## config.mk

```make
export PLATFORM = sky130hd
export DESIGN_NAME = multdiv_sched_flat
export DESIGN_NICKNAME = d
export VERILOG_FILES = /design/src/rtl/multdiv_sched_if.sv /design/src/rtl/multdiv_sched.sv /design/src/flat_wrapper.sv
export SDC_FILE = /design/constraint.sdc
export NUM_CORES = 1
export LEC_CHECK = 0
export ABC_CLOCK_PERIOD_IN_PS = 1730
export CAP_MARGIN = 20
export CORE_MARGIN = 3
export CORE_UTILIZATION = 43
export CTS_BUF_LIST = sky130_fd_sc_hd__clkbuf_8
export CTS_CLUSTER_SIZE = 8
export DETAILED_ROUTE_END_ITERATION = 12
export MAX_ROUTING_LAYER = met4
export PLACE_DENSITY = 0.82
export SYNTH_ARGS = -nofsm -noshare
export SYNTH_HDL_FRONTEND = slang
export SYNTH_SLANG_ARGS = --single-unit
```

## constraint.sdc

```tcl
create_clock -name clock -period 1.73 [get_ports clock]
set_clock_uncertainty 0.15 [all_clocks]
set_input_delay 0.2595 -clock clock [delete_from_list [all_inputs] [get_ports clock]]
set_output_delay 0.2595 -clock clock [all_outputs]
set_load 0.02 [all_outputs]
```

## src/rtl/multdiv_sched_if.sv

```systemverilog
// Handshake bundle between the DX/MW pipeline stages, the multdiv unit and the
// multdiv sequencer. The "slave" view belongs to the sequencer.
interface multdiv_sched_if;
    logic        issue_valid;
    logic        issue_is_div;
    logic [4:0]  issue_rd;
    logic [31:0] op_a;
    logic [31:0] op_b;
    logic        md_ctrl_mult;
    logic        md_ctrl_div;
    logic [31:0] md_op_a;
    logic [31:0] md_op_b;
    logic [31:0] md_result;
    logic        md_exception;
    logic        md_ready;
    logic        wb_busy;
    logic        stall;
    logic        busy;
    logic        commit_valid;
    logic [4:0]  commit_reg;
    logic [31:0] commit_data;
    logic        timeout_err;

    modport slave (
        input  issue_valid, issue_is_div, issue_rd, op_a, op_b,
        input  md_result, md_exception, md_ready, wb_busy,
        output md_ctrl_mult, md_ctrl_div, md_op_a, md_op_b,
        output stall, busy, commit_valid, commit_reg, commit_data, timeout_err
    );

    modport master (
        output issue_valid, issue_is_div, issue_rd, op_a, op_b,
        output md_result, md_exception, md_ready, wb_busy,
        input  md_ctrl_mult, md_ctrl_div, md_op_a, md_op_b,
        input  stall, busy, commit_valid, commit_reg, commit_data, timeout_err
    );
endinterface

```

## src/rtl/multdiv_sched.sv

```systemverilog
// Sequencer for the shared multi-cycle multdiv unit: launches one operation,
// stalls the front end, and retires the result on a free regfile write cycle.
module multdiv_sched #(
    parameter int unsigned TIMEOUT  = 48,
    parameter logic [31:0] MULT_EXC = 32'd4,
    parameter logic [31:0] DIV_EXC  = 32'd5
) (
    input logic            clock,
    input logic            reset,
    multdiv_sched_if.slave bus
);
    localparam int CW = $clog2(TIMEOUT + 1);
    localparam logic [CW-1:0] CNT_LAST = CW'(TIMEOUT - 1);
    localparam logic [CW-1:0] CNT_ONE  = {{(CW-1){1'b0}}, 1'b1};

    typedef enum logic [1:0] {
        IDLE  = 2'd0,
        START = 2'd1,
        WAIT  = 2'd2,
        PEND  = 2'd3
    } state_t;

    state_t         state_r;
    state_t         state_s;
    logic [CW-1:0]  cnt_r;
    logic [31:0]    op_a_r;
    logic [31:0]    op_b_r;
    logic [4:0]     rd_r;
    logic           is_div_r;
    logic [31:0]    result_r;
    logic           exc_r;
    logic           ctrl_mult_r;
    logic           ctrl_div_r;
    logic           timeout_r;

    logic           latch_issue_s;
    logic           latch_result_s;
    logic           timeout_s;
    logic           cnt_clr_s;
    logic           cnt_inc_s;
    logic           commit_s;
    logic           stall_s;
    logic [4:0]     commit_reg_s;
    logic [31:0]    commit_data_s;

    // State register
    always_ff @(posedge clock or negedge reset) begin
        if (!reset) begin
            state_r <= IDLE;
        end else begin
            state_r <= state_s;
        end
    end

    // Next-state decode and per-state control strobes
    always_comb begin
        state_s        = state_r;
        latch_issue_s  = 1'b0;
        latch_result_s = 1'b0;
        timeout_s      = 1'b0;
        cnt_clr_s      = 1'b0;
        cnt_inc_s      = 1'b0;
        commit_s       = 1'b0;
        stall_s        = 1'b1;
        case (state_r)
            IDLE: begin
                stall_s = bus.issue_valid;
                if (bus.issue_valid) begin
                    state_s       = START;
                    latch_issue_s = 1'b1;
                end else begin
                    state_s = IDLE;
                end
            end
            START: begin
                state_s   = WAIT;
                cnt_clr_s = 1'b1;
            end
            WAIT: begin
                // A result arriving on the last allowed cycle still wins over the timeout
                if (bus.md_ready) begin
                    state_s        = PEND;
                    latch_result_s = 1'b1;
                end else if (cnt_r == CNT_LAST) begin
                    state_s   = PEND;
                    timeout_s = 1'b1;
                end else begin
                    cnt_inc_s = 1'b1;
                end
            end
            PEND: begin
                if (!bus.wb_busy) begin
                    state_s  = IDLE;
                    commit_s = exc_r || (rd_r != 5'd0);
                end else begin
                    state_s = PEND;
                end
            end
            default: begin
                state_s = IDLE;
            end
        endcase
    end

    // Operand, result, counter and pulse registers
    always_ff @(posedge clock or negedge reset) begin
        if (!reset) begin
            cnt_r       <= {CW{1'b0}};
            op_a_r      <= 32'd0;
            op_b_r      <= 32'd0;
            rd_r        <= 5'd0;
            is_div_r    <= 1'b0;
            result_r    <= 32'd0;
            exc_r       <= 1'b0;
            ctrl_mult_r <= 1'b0;
            ctrl_div_r  <= 1'b0;
            timeout_r   <= 1'b0;
        end else begin
            ctrl_mult_r <= latch_issue_s && !bus.issue_is_div;
            ctrl_div_r  <= latch_issue_s && bus.issue_is_div;
            timeout_r   <= timeout_s;
            if (latch_issue_s) begin
                op_a_r   <= bus.op_a;
                op_b_r   <= bus.op_b;
                rd_r     <= bus.issue_rd;
                is_div_r <= bus.issue_is_div;
                exc_r    <= 1'b0;
            end
            if (cnt_clr_s) begin
                cnt_r <= {CW{1'b0}};
            end else if (cnt_inc_s && (cnt_r != CNT_LAST)) begin
                cnt_r <= cnt_r + CNT_ONE;
            end
            if (latch_result_s) begin
                result_r <= bus.md_result;
                exc_r    <= bus.md_exception;
            end else if (timeout_s) begin
                exc_r <= 1'b1;
            end
        end
    end

    // Exceptions redirect the write to the $r30 status register
    always_comb begin
        commit_reg_s  = rd_r;
        commit_data_s = result_r;
        if (exc_r) begin
            commit_reg_s  = 5'd30;
            commit_data_s = is_div_r ? DIV_EXC : MULT_EXC;
        end else begin
            commit_reg_s  = rd_r;
            commit_data_s = result_r;
        end
    end

    assign bus.md_ctrl_mult = ctrl_mult_r;
    assign bus.md_ctrl_div  = ctrl_div_r;
    assign bus.md_op_a      = op_a_r;
    assign bus.md_op_b      = op_b_r;
    assign bus.stall        = stall_s;
    assign bus.busy         = (state_r != IDLE);
    assign bus.commit_valid = commit_s;
    assign bus.commit_reg   = commit_reg_s;
    assign bus.commit_data  = commit_data_s;
    assign bus.timeout_err  = timeout_r;

endmodule

```

## src/flat_wrapper.sv

```systemverilog
// flat-port wrapper written by rule: the top's interface ports become plain ports
module multdiv_sched_flat 
#(
    parameter int unsigned TIMEOUT  = 48,
    parameter logic [31:0] MULT_EXC = 32'd4,
    parameter logic [31:0] DIV_EXC  = 32'd5
)
  (clock, reset, bus_issue_valid, bus_issue_is_div, bus_issue_rd, bus_op_a, bus_op_b, bus_md_result, bus_md_exception, bus_md_ready, bus_wb_busy, bus_md_ctrl_mult, bus_md_ctrl_div, bus_md_op_a, bus_md_op_b, bus_stall, bus_busy, bus_commit_valid, bus_commit_reg, bus_commit_data, bus_timeout_err);
  multdiv_sched_if bus_i ();
  input logic clock;
  input logic reset;
  input wire logic [$bits(bus_i.issue_valid)-1:0] bus_issue_valid;
  input wire logic [$bits(bus_i.issue_is_div)-1:0] bus_issue_is_div;
  input wire logic [$bits(bus_i.issue_rd)-1:0] bus_issue_rd;
  input wire logic [$bits(bus_i.op_a)-1:0] bus_op_a;
  input wire logic [$bits(bus_i.op_b)-1:0] bus_op_b;
  input wire logic [$bits(bus_i.md_result)-1:0] bus_md_result;
  input wire logic [$bits(bus_i.md_exception)-1:0] bus_md_exception;
  input wire logic [$bits(bus_i.md_ready)-1:0] bus_md_ready;
  input wire logic [$bits(bus_i.wb_busy)-1:0] bus_wb_busy;
  output wire logic [$bits(bus_i.md_ctrl_mult)-1:0] bus_md_ctrl_mult;
  output wire logic [$bits(bus_i.md_ctrl_div)-1:0] bus_md_ctrl_div;
  output wire logic [$bits(bus_i.md_op_a)-1:0] bus_md_op_a;
  output wire logic [$bits(bus_i.md_op_b)-1:0] bus_md_op_b;
  output wire logic [$bits(bus_i.stall)-1:0] bus_stall;
  output wire logic [$bits(bus_i.busy)-1:0] bus_busy;
  output wire logic [$bits(bus_i.commit_valid)-1:0] bus_commit_valid;
  output wire logic [$bits(bus_i.commit_reg)-1:0] bus_commit_reg;
  output wire logic [$bits(bus_i.commit_data)-1:0] bus_commit_data;
  output wire logic [$bits(bus_i.timeout_err)-1:0] bus_timeout_err;
  assign bus_i.issue_valid = bus_issue_valid;
  assign bus_i.issue_is_div = bus_issue_is_div;
  assign bus_i.issue_rd = bus_issue_rd;
  assign bus_i.op_a = bus_op_a;
  assign bus_i.op_b = bus_op_b;
  assign bus_i.md_result = bus_md_result;
  assign bus_i.md_exception = bus_md_exception;
  assign bus_i.md_ready = bus_md_ready;
  assign bus_i.wb_busy = bus_wb_busy;
  assign bus_md_ctrl_mult = bus_i.md_ctrl_mult;
  assign bus_md_ctrl_div = bus_i.md_ctrl_div;
  assign bus_md_op_a = bus_i.md_op_a;
  assign bus_md_op_b = bus_i.md_op_b;
  assign bus_stall = bus_i.stall;
  assign bus_busy = bus_i.busy;
  assign bus_commit_valid = bus_i.commit_valid;
  assign bus_commit_reg = bus_i.commit_reg;
  assign bus_commit_data = bus_i.commit_data;
  assign bus_timeout_err = bus_i.timeout_err;
  multdiv_sched #(.TIMEOUT(TIMEOUT), .MULT_EXC(MULT_EXC), .DIV_EXC(DIV_EXC)) u_core (.clock(clock), .reset(reset), .bus(bus_i));
endmodule
```

==> results of run 1 <==
[registers in the layout, indices dropped and copies added, names as in the netlist]
register and flops:
u_core.bus.md_op_b 32, u_core.bus.md_ctrl_mult 1, u_core.cnt_r 6, u_core.exc_r 1, u_core.rd_r 5, u_core.state_r 2
u_core.bus.md_op_a 32, u_core.result_r 32, u_core.bus.timeout_err 1, u_core.bus.md_ctrl_div 1, u_core.is_div_r 1
[routing by layer]
layer | GRT usage [%] | vias to the layer above
met5 | - | -
met4 | 10.7 | 0
li1 | - | 2039
met2 | 43.6 | 193
met3 | 7.34 | 38
met1 | 30.5 | 2289
[cells by family after synthesis]
| kind of cell | after synthesis | share of synthesized area (%) |
|---|---|---|
| XOR/XNOR | 1 | 0.184 |
| AO/OA/AOI/OAI | 15 | 2.41 |
| flip-flops | 114 | 59.8 |
| multiplexers | 33 | 8.02 |
| buffers and inverters | 30 | 3.38 |
| adder cells (fa/ha/maj) | 1 | 0.262 |
| AND/OR/NAND/NOR | 277 | 26.0 |
[synth_stat cells (all sizes together) (4+ instances only)]
master and instances:
mux2 33, nand2 213, nor2b 32, clkbuf 12, nor3 4, inv 5
dfrtp 114, nor2 6, nand4 4, buf 13, or2 5
[critical path: cells and delay by family (launching register included)]
family	cells	cell delay [ns]
and+or+nand+nor	1	0.54
buffers and inverters	1	0.13
AOI/OAI and AO/OA	1	0.20
DFF	1	0.38
[power by group]
part / switching (mW) / internal [mW]
Combinational: 4.46 / 4.32
Sequential: 0.784 / 3.86
Clock: 1.11 / 1.90
[area by class of cell]
| class | count | area [sq um] | area share, % |
|---|---|---|---|
| sequential | 114 | 2860 | 32.1 |
| timing repair buffer | 275 | 2980 | 33.6 |
| tap | 136 | 170 | 1.91 |
| clock buffer | 22 | 303 | 3.41 |
| clock inverter | 10 | 178 | 2.00 |
| inverter | 5 | 18.8 | 0.211 |
| multi-input combinational | 327 | 2380 | 26.8 |
[worst max-delay path by stage]
stage               slack [ns]                to  cells past startpoint
finish                   -0.35  bus_commit_valid                      3
global placement         -0.35  bus_commit_valid                      4
global route             -0.41  bus_commit_valid                      3
CTS                      -0.35  bus_commit_valid                      3
floorplan                 0.14  bus_commit_valid                      3
detailed placement       -0.34  bus_commit_valid                      4
[stage by stage]
step	TNS, ns	instance area, sq um	setup slack (ns)
floorplan	0	4770	0.142
global placement	-1.29	7220	-0.346
detailed placement	-2.72	7220	-0.345
CTS	-7.21	8110	-0.354
global route	-14.55	8890	-0.413
finish	-7.97	8890	-0.348
[repair_timing]
action / CTS / global route
setup buffers: 19 / 5
gates resized for setup: 322 / 198
endpoints found under the hold margin: 114 / 0
cloned: 8 / 6
setup endpoints to repair: 139 / 133
hold buffers: 1 / 0
pin swaps: 5 / 96
==> results.sh, run 1 <==
export IMPL_synthTopCellsByArea="dfrtp_1, nand2_1, mux2_2"
export IMPL_route_met2_wl_mm=9.96
export IMPL_critPathSlowestCell="or4_4"
export IMPL_endpoint_kind="primary output"
export IMPL_min_period_over_period_pct=120
export IMPL_postRouteAntennaNets=0
export IMPL_r2r_start="u_core.state_r[0]"
export IMPL_final_common_cell="nand2_1"
export IMPL_grt_pass1_vias=4699
export IMPL_routed_wl_met3_um=980
export IMPL_critical_path_max_fanout=2
export IMPL_ys_types=42
export IMPL_slew_violations=0
export IMPL_cap_violations=0
export IMPL_async_flop_share_pct=100
export IMPL_synth_area_leader_cell="dfrtp_1"
export IMPL_vdd_drop_max_uv=1290
export IMPL_synth_edf_count=0
export IMPL_grt_ovfl_total=0
export IMPL_crit_path_start_kind="flip-flop"
export IMPL_antennaDiodeCount=0
export IMPL_fin_nets=849
export IMPL_die_area_sq_mm=0.0124
export IMPL_root_buffer="clkbuf_8"
export IMPL_avgRoutedWirePerCell_um=20.3
export IMPL_grtUsageTotal_pct=26.4
export IMPL_syn2layout_area_growth_pct=86.2
export IMPL_initial_utilization_pct=45.2
export IMPL_total_power_mw=16.4
export IMPL_seq_area_frac_synth_pct=59.8
export IMPL_violations="setup timing"
export IMPL_rsz0062_at_grt="true"
export IMPL_max_freq_mhz=481
export IMPL_drc=0
export IMPL_cts_sinks=114
export IMPL_drive_above_1_share_pct=40.6
export IMPL_startpoint="u_core.rd_r[4]"
export IMPL_required_ns=1.32
export IMPL_clkLatencyLatePin_ns=0.43
export IMPL_synth_top_flop_cell="dfrtp_1"
export IMPL_clk_pin_slew_ns=0.08
export IMPL_syn_avg_cell_area_sq_um=10.1
export IMPL_htreeDepth=4
export IMPL_r2r_slack_ns=-0.10
export IMPL_cp_arrival_ns=1.67
export IMPL_hold_path_class="in -> async"
export IMPL_cts_tree="yes"
export IMPL_fin_hold_ws_ns=0.159
export IMPL_met1_length_mm=6.60
export IMPL_synth_area_sq_mm=0.00477
export IMPL_reg2reg_to="u_core.result_r[8]"
export IMPL_hold_violations=0
export IMPL_worstMarginPinSlew_ns=0.385
export IMPL_maxSlewHeadroom_pct=74.2
export IMPL_wirelength_mm=18.0
export IMPL_n_fill_cell=573
export IMPL_cts_buffer_depth=2
export IMPL_setup_ws_ns=-0.348
export IMPL_setup_viol=119
export IMPL_cts_buffers=17
export IMPL_period_needed_ns=2.08
export IMPL_dpl_cell_count=820
export IMPL_synth_fp_nets=580
export IMPL_crit_chain="or4_4 -> o21a_1 -> buf_6"
export IMPL_cpPeakStageDelay_ns=0.54
export IMPL_gp_congestion=0.878
export IMPL_vias=4559
export IMPL_grt_pass1_wl_mm=24.9
export IMPL_netlist_area_leader_share_pct=59.8
export IMPL_rows=37
export IMPL_die_h_um=111
export IMPL_reg2reg_depth=7
export IMPL_layout_cells_non_filler=889
export IMPL_drtIter0Drc=229
export IMPL_p_per_area_mw_per_mm2=1850
export IMPL_die_w_um=111
export IMPL_p_leak_nw=4.64
export IMPL_firstDrtPassIters=4
export IMPL_core_area_sq_mm=0.0106
export IMPL_via_per_inst=5.13
export IMPL_antenna_found_initial=0
export IMPL_syn_inst=471
export IMPL_routed_top_layer="met4"
export IMPL_io_pin_count=215
export IMPL_ys_ff_latch=114
export IMPL_ys_warn_count=0
export IMPL_grt_max_degree=49
export IMPL_layout_common_cells="nand2_1, dfrtp_1, clkdlybuf4s50_1"
export IMPL_portBuffers=214
export IMPL_outcome="finished with violations"
export IMPL_postLayoutCoreUtil_pct=84.2
export IMPL_path_class="reg -> out"
export IMPL_place_hpwl_mm=9.90
No activity file was read; power rests on OpenSTA's default activity.
==> run 2: changes to the inputs <==
--- a/config.mk
+++ b/config.mk
@@ -7,11 +7,12 @@
 export LEC_CHECK = 0
 export ABC_CLOCK_PERIOD_IN_PS = 1730
 export CAP_MARGIN = 20
-export CORE_MARGIN = 3
+export CORE_MARGIN = 2
 export CORE_UTILIZATION = 43
 export CTS_BUF_LIST = sky130_fd_sc_hd__clkbuf_8
 export CTS_CLUSTER_SIZE = 8
 export DETAILED_ROUTE_END_ITERATION = 12
+export GPL_ROUTABILITY_DRIVEN = 0
 export MAX_ROUTING_LAYER = met4
 export PLACE_DENSITY = 0.82
 export SYNTH_ARGS = -nofsm -noshare
==> results.sh, run 2 (same netlist as run 1, synthesis figures left out) <==
export IMPL_place_ws_ns=-0.405
export IMPL_worstMarginPinSlew_ns=0.410
export IMPL_die_h_um=109
export IMPL_firstDrtPassIters=5
export IMPL_vias=4284
export IMPL_cts_tree="yes"
export IMPL_postRouteAntennaNets=0
export IMPL_hold_path_class="in -> async"
export IMPL_layout_common_cells="nand2_1, dfrtp_1, clkdlybuf4s50_1"
export IMPL_p_leak_nw=4.06
export IMPL_reg2reg_depth=7
export IMPL_required_ns=1.32
export IMPL_place_hpwl_mm=9.37
export IMPL_p_seq_share_pct=30.6
export IMPL_critical_path_max_fanout=2
export IMPL_fin_nets=830
export IMPL_cts_buffers=17
export IMPL_reg2reg_to="u_core.result_r[9]"
export IMPL_fin_hold_ws_ns=0.153
export IMPL_grt_pass1_wl_mm=21.3
export IMPL_violations="setup timing"
export IMPL_drive_above_1_share_pct=24.9
export IMPL_p_sw_share_pct=38.4
export IMPL_r2r_slack_ns=0.05
export IMPL_syn2layout_area_growth_pct=66.9
export IMPL_power_frac_clock_pct=17.1
export IMPL_portBuffers=214
export IMPL_antenna_found_initial=0
export IMPL_setup_viol=39
export IMPL_power_switching_mw=5.70
export IMPL_n_fill_cell=741
export IMPL_io_pin_count=215
export IMPL_initial_utilization_pct=44.0
export IMPL_grt_max_degree=44
export IMPL_r2r_start="u_core.state_r[1]"
export IMPL_cap_violations=0
export IMPL_rsz0062_at_grt="true"
export IMPL_grt_ovfl_total=0
export IMPL_clkLatencyLatePin_ns=0.42
export IMPL_crit_path_start_kind="flip-flop"
export IMPL_slew_violations=0
export IMPL_cp_arrival_ns=1.70
export IMPL_drc=0
export IMPL_grt_pass1_vias=4425
export IMPL_die_w_um=109
export IMPL_antennaDiodeCount=0
export IMPL_avgRoutedWirePerCell_um=16.9
export IMPL_min_period_over_period_pct=122
export IMPL_path_class="reg -> out"
export IMPL_grtUsageTotal_pct=24.2
export IMPL_cts_buffer_depth=2
export IMPL_core_area_sq_mm=0.0108
export IMPL_via_per_inst=4.91
export IMPL_clk_pin_slew_ns=0.07
export IMPL_max_freq_mhz=475
export IMPL_root_buffer="clkbuf_8"
export IMPL_die_area_sq_mm=0.0120
export IMPL_maxSlewHeadroom_pct=72.7
export IMPL_endpoint_kind="primary output"
export IMPL_outcome="finished with violations"
export IMPL_vdd_drop_max_uv=1120
export IMPL_htreeDepth=4
export IMPL_regArea_sq_mm=0.00285
export IMPL_period_needed_ns=2.10
export IMPL_multi_input_area_sq_mm=0.00193
export IMPL_drtIter0Drc=223
export IMPL_setup_ws_ns=-0.375
export IMPL_rows=38
export IMPL_p_per_area_mw_per_mm2=1860
export IMPL_final_common_cell="nand2_1"
export IMPL_power_internal_mw=9.13
export IMPL_cts_sinks=114
export IMPL_hold_violations=0
export IMPL_combPwrFrac_pct=52.3
export IMPL_wirelength_mm=14.7
export IMPL_total_power_mw=14.8
[run 2: changes by cell type in the layout (fill, tap and decap cells not counted), moves of 5 or more]
cell / change
nand2_1: +95
buf_4: -5
nand2_2: -57
nand2_4: -38
clkbuf_16: -6
buf_16: -5
[run 2: worst max-delay path by stage]
stage / end / slack [ns] / start / cells past startpoint
after floorplan: bus_commit_valid / 0.14 / u_core.exc_r / 3
after CTS: bus_commit_valid / -0.39 / u_core.rd_r[2] / 3
after global routing: bus_commit_valid / -0.43 / u_core.rd_r[2] / 3
after detailed placement: bus_commit_valid / -0.41 / bus_wb_busy / 4
final: bus_commit_valid / -0.37 / u_core.rd_r[2] / 3
after global placement: bus_commit_valid / -0.34 / u_core.rd_r[2] / 3
[run 2: worst max-delay path, cell delays in order (launching register included)]
cell,delay (ns)
dfrtp_1,0.39
or4_4,0.55
o21a_1,0.20
buf_6,0.13
[run 2: power by group through the flow]
| stage | logic (mW) | clock network [mW] | registers [mW] |
|---|---|---|---|
| 2_1_floorplan | 2.85 | 0 | 5.23 |
| 3_3_place_gp | 6.95 | 0 | 4.43 |
| 3_5_place_dp | 7.11 | 0 | 4.49 |
| 4_1_cts | 7.19 | 2.57 | 4.45 |
| 5_1_grt | 8.28 | 2.72 | 4.65 |
| 6_report | 7.76 | 2.53 | 4.54 |
[run 2: area by class of cell]
| cell class | instances | area share, % |
|---|---|---|
| repair buffers | 256 | 32.6 |
| inverters | 5 | 0.236 |
| clock inverters | 11 | 1.74 |
| well taps | 140 | 2.20 |
| clock buffers | 19 | 3.28 |
| flip-flops and latches | 114 | 35.8 |
| multi-input cells | 327 | 24.2 |
[run 2: what timing repair did]
item,4_1_cts,5_1_grt
hold buffers,1,0
cloned,2,0
setup endpoints to repair,113,103
gates resized for setup,312,51
hold endpoints to repair,113,0
pin swaps,3,2
buffers inserted,9,4
[run 2: metrics by stage]
stage	TNS, ns	area [sq um]	utilization, %	instances
after global routing	-9.64	7970	73.5	872
after floorplan	0	4770	-	471
final	-6.77	7970	73.5	872
after global placement	-3.08	7270	67.1	828
after CTS	-6.54	7770	71.7	870
after detailed placement	-3.81	7270	67.1	828
[run 2: per-layer routing]
metal,global-route usage [%],vias to the layer above,part of all wire (%)
li1,-,1996,-
met1,27.4,2070,38
met2,39.8,190,52
met3,8.65,28,7.8
met4,8.59,0,2.0
met5,-,-,0
==> run 3: changes to the inputs <==
--- a/config.mk
+++ b/config.mk
@@ -18,3 +18,4 @@
 export SYNTH_ARGS = -nofsm -noshare
 export SYNTH_HDL_FRONTEND = slang
 export SYNTH_SLANG_ARGS = --single-unit
+export TNS_END_PERCENT = 5
==> results.sh, run 3 (same netlist as run 1, synthesis figures left out) <==
export IMPL_crit_path_start_kind="flip-flop"
export IMPL_hold_violations=0
export IMPL_grt_max_degree=44
export IMPL_grt_pass1_vias=4308
export IMPL_antennaDiodeCount=0
export IMPL_max_freq_mhz=475
export IMPL_outcome="finished with violations"
export IMPL_fin_hold_ws_ns=0.159
export IMPL_p_leak_nw=3.89
export IMPL_maxSlewHeadroom_pct=72.7
export IMPL_vdd_drop_max_uv=944
export IMPL_firstDrtPassIters=7
export IMPL_syn2layout_area_growth_pct=60.1
export IMPL_worstMarginPinSlew_ns=0.410
export IMPL_cp_arrival_ns=1.70
export IMPL_wirelength_mm=13.0
export IMPL_violations="setup timing"
export IMPL_avgRoutedWirePerCell_um=15.1
export IMPL_drive_above_1_share_pct=22.4
export IMPL_n_fill_cell=838
export IMPL_rows=38
export IMPL_hold_path_class="in -> async"
export IMPL_cap_violations=0
export IMPL_clkLatencyLatePin_ns=0.42
export IMPL_root_buffer="clkbuf_8"
export IMPL_grtUsageTotal_pct=23.2
export IMPL_final_common_cell="nand2_1"
export IMPL_postLayoutCoreUtil_pct=70.5
export IMPL_cts_sinks=114
export IMPL_place_ws_ns=-0.405
export IMPL_antenna_found_initial=0
export IMPL_portBuffers=214
export IMPL_drtIter0Drc=213
export IMPL_io_pin_count=215
export IMPL_grt_ovfl_total=0
export IMPL_endpoint_kind="primary output"
export IMPL_clk_pin_slew_ns=0.07
export IMPL_fin_nets=817
export IMPL_slew_violations=0
export IMPL_place_hpwl_mm=9.37
export IMPL_rsz0062_at_grt="true"
export IMPL_layout_common_cells="nand2_1, dfrtp_1, clkdlybuf4s50_1"
export IMPL_finalInstanceArea_sq_mm=0.00764
export IMPL_setup_viol=38
export IMPL_postRouteAntennaNets=0
export IMPL_via_per_inst=4.79
export IMPL_min_period_over_period_pct=122
export IMPL_period_needed_ns=2.11
export IMPL_die_w_um=109
export IMPL_cts_setup_buffers=0
export IMPL_required_ns=1.32
export IMPL_vias=4117
export IMPL_cts_buffer_depth=2
export IMPL_p_per_area_mw_per_mm2=1800
export IMPL_critical_path_max_fanout=2
export IMPL_drc=0
export IMPL_die_h_um=109
export IMPL_placed_area_sq_mm=0.00727
export IMPL_path_class="reg -> out"
export IMPL_core_area_sq_mm=0.0108
export IMPL_grt_pass1_wl_mm=20.5
export IMPL_die_area_sq_mm=0.0120
export IMPL_cts_buffers=17
export IMPL_setup_ws_ns=-0.376
export IMPL_initial_utilization_pct=44.0
export IMPL_cts_tree="yes"
export IMPL_htreeDepth=4
==> run 3: worst paths after layout <==
kind,start,end,slack (ns),cells past startpoint
max in group asynchronous,reset,u_core.bus.md_op_b[28],0.70,3
min reg2reg,u_core.bus.md_op_a[20],u_core.bus.md_op_a[20],0.32,2
min,reset,u_core.result_r[29],0.16,2
min in group clock,bus_op_a[21],u_core.bus.md_op_a[21],0.20,3
max reg2reg,u_core.state_r[0],u_core.bus.md_op_a[19],0.09,8
max,u_core.rd_r[2],bus_commit_valid,-0.38,3
==> run 3: critical path, cell delays in order, from the launching register on <==
cell	delay [ns]
dfrtp_1	0.39
or4_4	0.55
o21a_1	0.20
buf_6	0.13
==> run 3: where the power goes <==
group | switching (mW) | total [mW] | leakage, nW | internal (mW)
registers | 0.610 | 4.46 | 1.42 | 3.85
logic | 3.59 | 6.74 | 2.28 | 3.15
clock network | 1.06 | 2.53 | 0.197 | 1.47
total | 5.26 | 13.7 | 3.89 | 8.47
==> run 3: area by class of cell <==
type                    instances  area [sq um]  share of cell area [%]
clock buffers                  19           262                    3.42
clock inverters                11           139                    1.82
inverters                       5          18.8                   0.246
multi-input cells             327          1830                    24.0
flip-flops and latches        114          2850                    37.3
well taps                     140           175                    2.29
repair buffers                243          2360                    30.9
==> run 3: metrics by stage <==
step | TNS, ns | std cells | total power [mW]
2_1_floorplan | 0 | 471 | 8.08
4_1_cts | -4.09 | 859 | 13.7
6_report | -3.06 | 859 | 13.7
3_5_place_dp | -3.81 | 828 | 11.6
3_3_place_gp | -3.08 | 828 | 11.4
5_1_grt | -6.24 | 859 | 14.6
==> run 3: routing by layer <==
metal | global-route usage (%) | vias to the layer above | share of wire, %
li1 | - | 1969 | -
met1 | 26.0 | 1955 | 39
met2 | 38.5 | 179 | 49
met3 | 8.65 | 14 | 9.8
met4 | 7.50 | 0 | 1.5
met5 | - | - | 0
==> run 3: timing repair <==
action,4_1_cts,5_1_grt
pin swaps,0,3
hold buffers,1,0
gates resized for setup,277,25
endpoints found under the setup margin,113,78
hold endpoints to repair,113,0
